## config.mk

```make
export PLATFORM = sky130hd
export DESIGN_NAME = ex_muldiv_unit
export DESIGN_NICKNAME = d
export VERILOG_FILES = /design/src/rtl/ex_muldiv_unit.sv
export SDC_FILE = /design/constraint.sdc
export NUM_CORES = 1
export LEC_CHECK = 0
export CAP_MARGIN = 20
export CORE_AREA = 2 2 151 153
export CTS_CLUSTER_DIAMETER = 100
export DETAILED_ROUTE_END_ITERATION = 12
export DIE_AREA = 0 0 153 155
export PLACE_DENSITY = 0.75
export SLEW_MARGIN = 30
export SYNTH_ARGS = -nofsm -noshare
export SYNTH_HDL_FRONTEND = slang
export SYNTH_SLANG_ARGS = --single-unit
```

## constraint.sdc

```tcl
create_clock -name clk -period 4.5 [get_ports clk]
set_input_delay 1.125 -clock clk [delete_from_list [all_inputs] [get_ports clk]]
set_output_delay 1.125 -clock clk [all_outputs]
set_load 0.02 [all_outputs]
```

## src/rtl/ex_muldiv_unit.sv

```systemverilog
// Iterative RV32M multiply/divide unit for the EX stage. It uses radix-2 shift-add multiply and restoring divide.
// Define MULDIV_DIV_EN to build the divider and the DIV/DIVU/REM/REMU decode; without it only the MUL* ops exist.
module ex_muldiv_unit #(
    parameter int unsigned XLEN  = 32,
    parameter int unsigned CNT_W = 6
) (
    input  logic            clk,
    input  logic            rst_n,
    input  logic [31:0]     ex_inst,
    input  logic [XLEN-1:0] ex_rs1_val,
    input  logic [XLEN-1:0] ex_rs2_val,
    input  logic            flush,
    output logic            is_muldiv,
    output logic            md_stall,
    output logic            result_valid,
    output logic [XLEN-1:0] result
);

    typedef enum logic [1:0] {IDLE, BUSY, DONE} state_t;

    localparam logic [CNT_W-1:0] LAST_ITER = CNT_W'(XLEN - 1);

    state_t            state;
    logic [CNT_W-1:0]  counter;
    logic [XLEN-1:0]   acc_hi;
    logic [XLEN-1:0]   acc_lo;
    logic [XLEN-1:0]   opnd_b;
    logic [2:0]        op;
    logic              sign1;
    logic              sign2;

    logic [6:0]        opcode;
    logic [2:0]        funct3;
    logic [6:0]        funct7;
    logic              unused_inst_bits;

    assign opcode           = ex_inst[6:0];
    assign funct3           = ex_inst[14:12];
    assign funct7           = ex_inst[31:25];
    assign unused_inst_bits = ^{ex_inst[24:15], ex_inst[11:7]};

`ifdef MULDIV_DIV_EN
    assign is_muldiv = (opcode == 7'b0110011) && (funct7 == 7'b0000001);
`else
    assign is_muldiv = (opcode == 7'b0110011) && (funct7 == 7'b0000001) && !funct3[2];
`endif

    assign md_stall = ((state == IDLE) && is_muldiv) || (state == BUSY);

    logic            rs1_signed;
    logic            rs2_signed;
    logic            s1_in;
    logic            s2_in;
    logic [XLEN-1:0] mag1;
    logic [XLEN-1:0] mag2;
    logic            special;
    logic [XLEN-1:0] special_val;

    always_comb begin
        rs1_signed  = (funct3 == 3'd1) || (funct3 == 3'd2) || (funct3[2] && !funct3[0]);
        rs2_signed  = (funct3 == 3'd1) || (funct3[2] && !funct3[0]);
        s1_in       = rs1_signed && ex_rs1_val[XLEN-1];
        s2_in       = rs2_signed && ex_rs2_val[XLEN-1];
        mag1        = s1_in ? -ex_rs1_val : ex_rs1_val;
        mag2        = s2_in ? -ex_rs2_val : ex_rs2_val;
        special     = 1'b0;
        special_val = '0;
`ifdef MULDIV_DIV_EN
        // Divide-by-zero and signed overflow bypass the iterative datapath entirely.
        if (funct3[2]) begin
            if (ex_rs2_val == '0) begin
                special     = 1'b1;
                special_val = funct3[1] ? ex_rs1_val : '1;
            end else if (!funct3[0] && (ex_rs1_val == {1'b1, {(XLEN-1){1'b0}}})
                         && (ex_rs2_val == '1)) begin
                special     = 1'b1;
                special_val = funct3[1] ? '0 : ex_rs1_val;
            end
        end
`endif
    end

    logic [XLEN:0]     mul_sum;
    logic [XLEN-1:0]   nxt_hi;
    logic [XLEN-1:0]   nxt_lo;
    logic [2*XLEN-1:0] prod;
    logic [2*XLEN-1:0] prod_fix;
    logic [XLEN-1:0]   final_val;
`ifdef MULDIV_DIV_EN
    logic [XLEN:0]     div_shift;
    logic [XLEN:0]     div_diff;
    logic [XLEN-1:0]   quo_fix;
    logic [XLEN-1:0]   rem_fix;
`endif

    // acc_hi:acc_lo holds the partial product or the remainder:quotient pair; opnd_b is the multiplicand or divisor.
    always_comb begin
        mul_sum = {1'b0, acc_hi} + (acc_lo[0] ? {1'b0, opnd_b} : '0);
        nxt_hi  = mul_sum[XLEN:1];
        nxt_lo  = {mul_sum[0], acc_lo[XLEN-1:1]};
`ifdef MULDIV_DIV_EN
        div_shift = {acc_hi, acc_lo[XLEN-1]};
        div_diff  = div_shift - {1'b0, opnd_b};
        if (op[2]) begin
            nxt_hi = div_diff[XLEN] ? div_shift[XLEN-1:0] : div_diff[XLEN-1:0];
            nxt_lo = {acc_lo[XLEN-2:0], !div_diff[XLEN]};
        end
`endif
        prod      = {nxt_hi, nxt_lo};
        prod_fix  = (sign1 ^ sign2) ? -prod : prod;
        final_val = (op == 3'd0) ? prod_fix[XLEN-1:0] : prod_fix[2*XLEN-1:XLEN];
`ifdef MULDIV_DIV_EN
        quo_fix = (sign1 ^ sign2) ? -nxt_lo : nxt_lo;
        rem_fix = sign1 ? -nxt_hi : nxt_hi;
        if (op[2]) begin
            final_val = op[1] ? rem_fix : quo_fix;
        end
`endif
    end

    always_ff @(posedge clk or negedge rst_n) begin
        if (!rst_n) begin
            state        <= IDLE;
            counter      <= '0;
            acc_hi       <= '0;
            acc_lo       <= '0;
            opnd_b       <= '0;
            op           <= '0;
            sign1        <= 1'b0;
            sign2        <= 1'b0;
            result       <= '0;
            result_valid <= 1'b0;
        end else begin
            result_valid <= 1'b0;
            unique case (state)
                IDLE: begin
                    if (is_muldiv && !flush) begin
                        op      <= funct3;
                        sign1   <= s1_in;
                        sign2   <= s2_in;
                        counter <= '0;
                        acc_hi  <= '0;
                        if (special) begin
                            result       <= special_val;
                            result_valid <= 1'b1;
                            state        <= DONE;
                        end else begin
                            acc_lo <= funct3[2] ? mag1 : mag2;
                            opnd_b <= funct3[2] ? mag2 : mag1;
                            state  <= BUSY;
                        end
                    end
                end
                BUSY: begin
                    if (flush) begin
                        state <= IDLE;
                    end else begin
                        acc_hi  <= nxt_hi;
                        acc_lo  <= nxt_lo;
                        counter <= counter + 1'b1;
                        if (counter == LAST_ITER) begin
                            result       <= final_val;
                            result_valid <= 1'b1;
                            state        <= DONE;
                        end
                    end
                end
                DONE:    state <= IDLE;
                default: state <= IDLE;
            endcase
        end
    end

endmodule

```

* Word-level counts from Yosys, hierarchy flattened *
Cells that the tools add are included.

word-level totals
  output and inout port bits = 35
  memory bits (read-only) = 0
  bits in latches = 0
  input port bits = 99
  memories = 0
  bits in registers = 142
  memory bits (writable) = 0
  logic and storage cells = 70

operators by class
  eq/ne operators = 9
  bitwise operators = 2
  divide/modulo/power cells = 0
  reduce and logical (&&, ||, !) cells = 21
  multiply operators = 0
  order comparisons = 0
  $add $sub $neg = 5
  shift-type cells = 0
  mux-type cells = 23

operator list
  kind                   count
  $mux W32               10
  $pmux W32 S2           2
  $mux W64               1
  $neg A32 Y32           2
  $neg A64 Y64           1
  $add A32 B32 Y33       1
  $mux W6                2
  $pmux W6 S2            1
  $eq A7 B1 Y1 const B   1
  $eq A7 B6 Y1 const B   1
  $logic_and A1 B1 Y1    7
  $add A6 B1 Y6 const B  1
  $eq A6 B5 Y1 const B   1
  $mux W2                3
  $reduce_and A3 Y1      2
  $logic_or A1 B1 Y1     4
  $pmux W2 S2            1
  $reduce_and A2 Y1      2
  $eq A3 B1 Y1 const B   1
  $eq A3 B2 Y1 const B   1
  $logic_not A1 Y1       3
  $logic_not A3 Y1       1
  $mux W1                3
  $ne A3 B2 Y1 const B   1
  7 further kinds        7

* Logic depth before layout (Yosys ltp) *
Gate-level depths: netlist of the first run.

  depth in word-level cells = 8
  depth in mapped cells = 16

* Worst setup path before layout of the first run *
No wires, ideal clock.

  path type = register -> register
  start point = reg acc_lo[0]
  end point = reg result[30]
  arrival time = 4,181 ps
  setup time = 126 ps
  stages on the path, launching flop included = 16
  path buffers = 2
  required time = 4,374 ps
  setup slack = 193 ps
  cell sequence = dfrtp_1 > clkbuf_1 > and2_1 > ha_1 > buf_2 > nand3_1 > a211oi_1 > o21ai_2 > a2111oi_1 > o32ai_2 > xor2_1 > or4b_2 > or3_4 > o31ai_1 > xor2_1 > a221o_1

between the ends
  longest elaborated chain between the ends = 5

RTL lines
  what                      line  RTL
  start: declaration        26    logic [XLEN-1:0] acc_lo;
  start signal: assignment  148   acc_lo <= funct3[2] ? mag1 : mag2;
  start signal: assignment  159   acc_lo <= nxt_lo;
  $mux W32 (*)              98    mul_sum = {1'b0, acc_hi} + (acc_lo[0] ? {1'b0, opnd_b} : '0);
  $add A32 B32 Y33 (*)      98
  $neg A64 Y64              110   prod_fix = (sign1 ^ sign2) ? -prod : prod;
  $mux W64 (*)              110
  $mux W32 (*)              111   final_val = (op == 3'd0) ? prod_fix[XLEN-1:0] : prod_fix[2*XLEN-1:XLEN];
  end signal: assignment    144   result <= special_val;
  end signal: assignment    162   result <= final_val;
  end: declaration          16    output logic [XLEN-1:0] result

Mark *: on every way between the ends. The rest lies on a longest branch, timed or not.
A chain may end at the register's enable or synchronous reset.

* Worst setup path in the final report of the first run *
Same ends and word-level chain as after synthesis.

==> results.md, run 1 <==
- Status: complete, no violations
- CTS tree: yes
- Setup Skew: about 0.012 ns
- FMAX: around 230 MHz
- Hold Fails Final Rpt: 0
- DRT Wirelength: ~32 mm
- Layout cells sized above 1: 0.09291
- Fin nets: ~1,600
- Hold slack: approximately 0.48 ns
- Min-Delay Path Class: reg2reg
- Final slew viol count: 0
- Number of flops mapped to enable cells by yosys: 0
- Synth top area cells: dfrtp_1, o21ai_0, xnor2_1, nand2_1, a21oi_1
- Critical Path Fanout Max: 22
- Vias per cell: slightly below 6
- Setup CP Type: reg2reg
- Setup bufs post-CTS: 0
- Max_cap viols: 0
- Residual DRC: 0
- Hold_buf cts: 0
- Synthesized cell area: between 10,000 and 15,000 um2
- Clock Path Buffers: 2
- Top_reg_cell synth: dfrtp_1
- Buf+Inv Stages, Crit Path: 1
- Syn_nets: between 1,000 and 1,500
- IO Pins: between 100 and 150
- Synth warnings: 0
- Row cnt: 55
- Die area: between 20,000 and 25,000 um2
- Clock Latency Late Sink: 0.43 ns
- Netlist cell types: 80
- LEAKAGE: roughly 6 nW
- Area leader, netlist: dfrtp_1
- Period Utilization, post-route: 0.9727
- Gr usage total: 0.2690
- Sequential cell area fraction in the yosys report: 0.3280
- Routed Antenna Nets: 0
- P&R area growth vs syn: 22.39%
- Post-CTS Resized: 0
- Arr. time, crit path: about 4.7 ns
- Critical path required time: between 4 and 5 ns
- Clk root buf: clkbuf_16
- Drt pass-1 iters: 5
- Commonest cells in the netlist: nand2_1, o21ai_0, dfrtp_1
- RSZ-0062 raised after global routing: no
- Routed via count: 10,620
- Largest net degree at the start of global routing: 83
- Placeable Area: roughly 22,000 um2
- Total Power: approximately 0.0033 W
- First-pass GRT wire length: ~51 mm
- DIE WIDTH: 153 um
- Cell with the most instances after synthesis: nand2_1
- Least-Margin Pin Slew: 0.9683 ns
- Sink Count: about 140
- CP cell instances: buf_12 -> and2_1 -> ha_1 -> a21oi_1 -> o21ai_0 -> a21o_1 -> o21ai_1 -> and4bb_2 -> a311oi_1 -> or4b_2 -> or3_4 -> o31ai_1 -> xor2_1 -> a221o_1
- Dpl hpwl: ~25 mm
- Fin Setup TNS: 0 ns
- Routed WL per cell: around 18 um
- Inserted Diodes: 0
- Asr flop ratio synth: 1.000
- Worst setup EP type: flip-flop
- Starting DRT DRC Count: 913
- Crit path largest cell delay: roughly 0.70 ns
- Clock transition at path regs: approximately 0.07 ns
- Htree depth: 4
- Kind of cell adding the most delay to the critical path: compound AO/OA/AOI/OAI gates
- Max-slew headroom: 0.3510
- Final setup violation count: 0
- IO Port Bufs: between 100 and 150
- Avg Inst Size Synth: approximately 8 um2
- Cells after synthesis: between 1,000 and 1,500
- Initial antenna violation count: 0
- #FFs+latches synth: roughly 140
- Final Wtd Congestion: 0.9359
- PwrDens: 250.9 nW/um2
- CTS buffer count: 17
- Die H: around 160 um
- Highest-delay cell along the critical path: or4b_2
- CP Launch Type: flip-flop
- Starting Density: 0.4874
- Tmin final: ~4.4 ns
- Vias in the first global route: just under 10,000
- Peak VDD IR: between 200 and 250 uV
- Post-synth top area share: 0.3280
- GRT overflow: 0
-- state kept, by name (all words and copies together) (netlist names) --
register      cells
acc_hi           32
acc_lo           32
counter           6
op                3
opnd_b           32
result           32
result_valid      1
sign1             1
sign2             1
state             2
-- layout by cell type (no fill, tap or decap), drive strengths merged, types with 21 or more instances in the layout --
cell	netlist	layout
buf	7	63
xnor2	78	78
a21oi	116	116
clkdlybuf4s50	0	117
nor2	109	109
dfrtp	142	142
xor2	60	60
nand2	177	177
and2	46	46
inv	30	34
ha	36	36
a22o	27	27
nor3	45	45
o31ai	21	21
o21ai	166	166
-- layout make-up --
| class | instances | area (um2) |
|---|---|---|
| well taps | 285 | 356.6 |
| clock buffers | 19 | 452.9 |
| repair buffers | 180 | 1685 |
| multi-input cells | 1112 | 6944 |
| fillers | 1933 | 8967 |
| flip-flops and latches | 142 | 3555 |
| inverters | 30 | 112.6 |
| clock inverters | 13 | 153.9 |
-- cell families after synthesis --
family	synth area share
AND/OR/NAND/NOR	0.2227
AO/OA/AOI/OAI	0.2499
flip-flops	0.3280
XOR/XNOR	0.1116
buffers and inverters	0.03696
adder cells (fa/ha/maj)	0.04342
multiplexers	0.007507
-- routing by layer --
layer / part of all wire / wire (um) / vias to the layer above / global-route usage
met3: 0.061 / 1950 / 64 / 0.04318
met2: 0.46 / 14590 / 411 / 0.4290
li1: - / - / 5128 / -
met5: 0 / 0 / - / 0
met4: 0.032 / 1023 / 0 / 0.1023
met1: 0.45 / 14310 / 5020 / 0.3703
-- worst register-to-register path: stages, from the launching register on --
cell and delay (ns):
dfrtp_2 0.49, buf_12 0.19, and2_1 0.16, ha_1 0.37
a21oi_1 0.35, o21ai_0 0.22, a21o_1 0.22, o21ai_1 0.20
and4bb_2 0.25, a311oi_1 0.06, or4b_2 0.70, or3_4 0.41
o31ai_1 0.25, xor2_1 0.10, a221o_1 0.29
-- final timing paths --
check	startpoint	endpoint	slack, ns	depth (start not counted)
setup / recovery	acc_lo[0]	result[30]	0.12	14
hold / removal	result[21]	result[21]	0.48	2
setup reg to reg	acc_lo[0]	result[30]	0.12	14
hold reg to reg	result[21]	result[21]	0.48	2
max in group asynchronous	rst_n	result[14]	2.95	2
min in group asynchronous	rst_n	opnd_b[14]	0.74	1
-- report_power, final --
part	switching, W	internal (W)	leakage (nW)
logic	0.000273	0.000230	3.60
registers	0.0000493	0.00131	1.94
clock network	0.000606	0.000858	0.296
-- per-stage QoR --
| stage | area (um2) | util | std cells | worst slack (ns) |
|---|---|---|---|---|
| after CTS | 13240 | 0.5957 | 1781 | 0.006410 |
| after detailed placement | 12630 | 0.5684 | 1749 | 0.05887 |
| after global placement | 12620 | 0.5679 | 1749 | 0.1043 |
| after floorplan | 10830 | - | 1357 | 0.1929 |
| after global routing | 13260 | 0.5966 | 1781 | 0.01759 |
| final | 13260 | 0.5966 | 1781 | 0.1227 |
(Power assumes the default switching activity.)
==> inputs of run 2 (changes only) <==
--- a/config.mk
+++ b/config.mk
@@ -15,3 +15,4 @@
 export SYNTH_ARGS = -nofsm -noshare
 export SYNTH_HDL_FRONTEND = slang
 export SYNTH_SLANG_ARGS = --single-unit
+export TNS_END_PERCENT = 1
==> results of run 2 <==
Same layout as run 1: the final DEF is identical, and so are final timing and power.
==> inputs of run 3 (changes only) <==
--- a/config.mk
+++ b/config.mk
@@ -5,12 +5,11 @@
 export SDC_FILE = /design/constraint.sdc
 export NUM_CORES = 1
 export LEC_CHECK = 0
-export CAP_MARGIN = 20
-export CORE_AREA = 2 2 151 153
+export CORE_AREA = 2 2 138 140
 export CTS_CLUSTER_DIAMETER = 100
 export DETAILED_ROUTE_END_ITERATION = 12
-export DIE_AREA = 0 0 153 155
-export PLACE_DENSITY = 0.75
+export DIE_AREA = 0 0 140 142
+export PLACE_DENSITY = 0.84
 export SLEW_MARGIN = 30
 export SYNTH_ARGS = -nofsm -noshare
 export SYNTH_HDL_FRONTEND = slang
==> constraint.sdc (replaced) <==
create_clock -name clk -period 5.45 [get_ports clk]
set_input_delay 1.3625 -clock clk [delete_from_list [all_inputs] [get_ports clk]]
set_output_delay 1.3625 -clock clk [all_outputs]
set_load 0.02 [all_outputs]
==> run 3 against run 2 <==
Effect of this change: the run now ends with design-rule violations left; critical endpoint unchanged; clock power is 16% lower; routed wire length decreased by 1.2%; largest power group unchanged; final area fell by 2.9%.
==> results.md, run 3 (same netlist as run 1, synthesis figures left out) <==
- CP cell instances: buf_4 -> and2_1 -> ha_1 -> nand4_1 -> nor3_1 -> a21oi_1 -> a22oi_1 -> a21boi_1 -> xnor2_1 -> or4b_2 -> or3_4 -> o31ai_1 -> xor2_1 -> a221o_1
- Min-Delay Path Class: reg2reg
- Placeable Area: around 18,000 um2
- Row cnt: 50
- Critical path required time: approximately 5.8 ns
- Failing checks: design-rule violations
- LEAKAGE: 5.641 nW
- CTS tree: yes
- Layout cells sized above 1: 0.06644
- DRT Wirelength: between 30 and 40 mm
- P&R area growth vs syn: 18.84%
- Fin nets: between 1,500 and 2,000
- Setup Skew: roughly 0.009 ns
- PwrDens: 213.9 nW/um2
- R2r setup slk: ~0.60 ns
- Post-CTS Resized: 0
- Gr usage total: 0.3245
- Fin Setup TNS: 0 ns
- Worst setup EP type: flip-flop
- Sink Count: 142
- GRT overflow: 0
- Buf+Inv Stages, Crit Path: 1
- Period Utilization, post-route: 0.8894
- Max-slew headroom: 0.3824
- Hold_buf cts: 0
- Worst r2r src: acc_lo[0]
- Critical Path Fanout Max: 18
- Least-Margin Pin Slew: 0.9148 ns
- Clk root buf: clkbuf_16
- Highest-delay cell along the critical path: or4b_2
- CP Launch Type: flip-flop
- Hold path cells: 2
- Final Wtd Congestion: around 0.96
- Routed via count: ~11,000
- Inserted Diodes: 0
- RSZ-0062 raised after global routing: no
- Vias in the first global route: a little under 10,000
- Initial antenna violation count: 0
- Peak VDD IR: 190.9 uV
- DIE WIDTH: between 100 and 150 um
- Fin cells: 1,694
- Starting Density: 0.5871
- Kind of cell adding the most delay to the critical path: simple AND/OR/NAND/NOR gates
- Clock Path Buffers: 2
- Final slew viol count: 0
- Die H: ~140 um
- Routed WL per cell: roughly 19 um
- Tmin final: between 4 and 5 ns
- Clock transition at path regs: 0.06 ns
- Fillers: about 1,400
- Commonest non-fill, non-tap cell in the layout: nand2_1
- Drt pass-1 iters: 12
- Routed Antenna Nets: 0
- Arr. time, crit path: roughly 5.2 ns
- Largest net degree at the start of global routing: 58
- Die area: just under 20,000 um2
- Final setup violation count: 0
- Residual DRC: 3
- First-pass GRT wire length: 51.31 mm
- IO Port Bufs: about 120
- Htree depth: 4
- Crit path largest cell delay: roughly 0.75 ns
- Reg area: about 3600 um2
- Starting DRT DRC Count: about 1,200
- Vias per cell: between 6 and 7
- DP Cell Count: roughly 1,700
- Hold slack: approximately 0.47 ns
- Setup bufs post-CTS: 0
- WHS Endpoint: result[22]
- Status: finished with violations
- Clock Latency Late Sink: ~0.43 ns
- IO Pins: approximately 130
- CTS buffer count: 17
- Setup CP Type: reg2reg
- Dpl hpwl: 23.44 mm
- Max_cap viols: 0
- FMAX: 206.3 MHz
- Hold wc startpoint: result[22]
- Worst reg2reg path depth: 14
- RR Endpoint: result[30]
- Multi-input gate area: 6928 um2
- Most frequent cells in the layout: nand2_1, o21ai_0, dfrtp_1
- Hold Fails Final Rpt: 0
-- run 3: cell count changes in the layout (fill, tap and decap cells not counted), sizes merged --
cell and delta:
buf -36, clkinv -2, inv +2, bufinv +1
clkbuf -1
-- run 3: metrics by stage --
step	setup WS [ns]	cell area (um2)	util	total power, W
CTS	0.6754	12860	0.6970	0.002744
global placement	0.7733	12250	0.6638	0.001523
global route	0.3255	12870	0.6976	0.002847
finish	0.6029	12870	0.6976	0.002754
floorplan	1.143	10830	-	0.001358
detailed placement	0.7050	12250	0.6639	0.001536
-- run 3: report_power, final --
part / total (W) / internal (W) / switching [W]
Combinational: 0.000403 / 0.000178 / 0.000225
Clock: 0.00123 / 0.000730 / 0.000497
Sequential: 0.00112 / 0.00108 / 0.0000423
Total: 0.00275 / 0.00199 / 0.000764
-- run 3: how the worst max path moves through the flow --
stage / from / to / slack (ns) / cells past startpoint
floorplan: acc_lo[0] / result[30] / 1.14 / 15
global placement: acc_lo[0] / result[30] / 0.77 / 14
detailed placement: acc_lo[0] / result[30] / 0.71 / 14
CTS: acc_lo[0] / result[30] / 0.68 / 14
global route: acc_lo[0] / result[30] / 0.33 / 14
finish: acc_lo[0] / result[30] / 0.60 / 14
-- run 3: final cells by class --
type | count | share of cell area
multi-input cells | 1112 | 0.5381
flip-flops and latches | 142 | 0.2760
repair buffers | 144 | 0.1070
clock buffers | 18 | 0.03333
well taps | 234 | 0.02274
clock inverters | 14 | 0.01409
inverters | 30 | 0.008746
-- run 3: routing by layer --
metal | part of all wire | up-vias | track usage
met2 | 0.46 | 520 | 0.5141
met1 | 0.43 | 5047 | 0.4528
met4 | 0.036 | 0 | 0.1255
met5 | 0 | - | 0
met3 | 0.076 | 76 | 0.04980
li1 | - | 5048 | -
-- run 3: tightest hold or removal path, cell delays in order, from the launching register on --
cell and delay (ns):
dfrtp_1 0.34, nand2_1 0.05, nand2_1 0.05
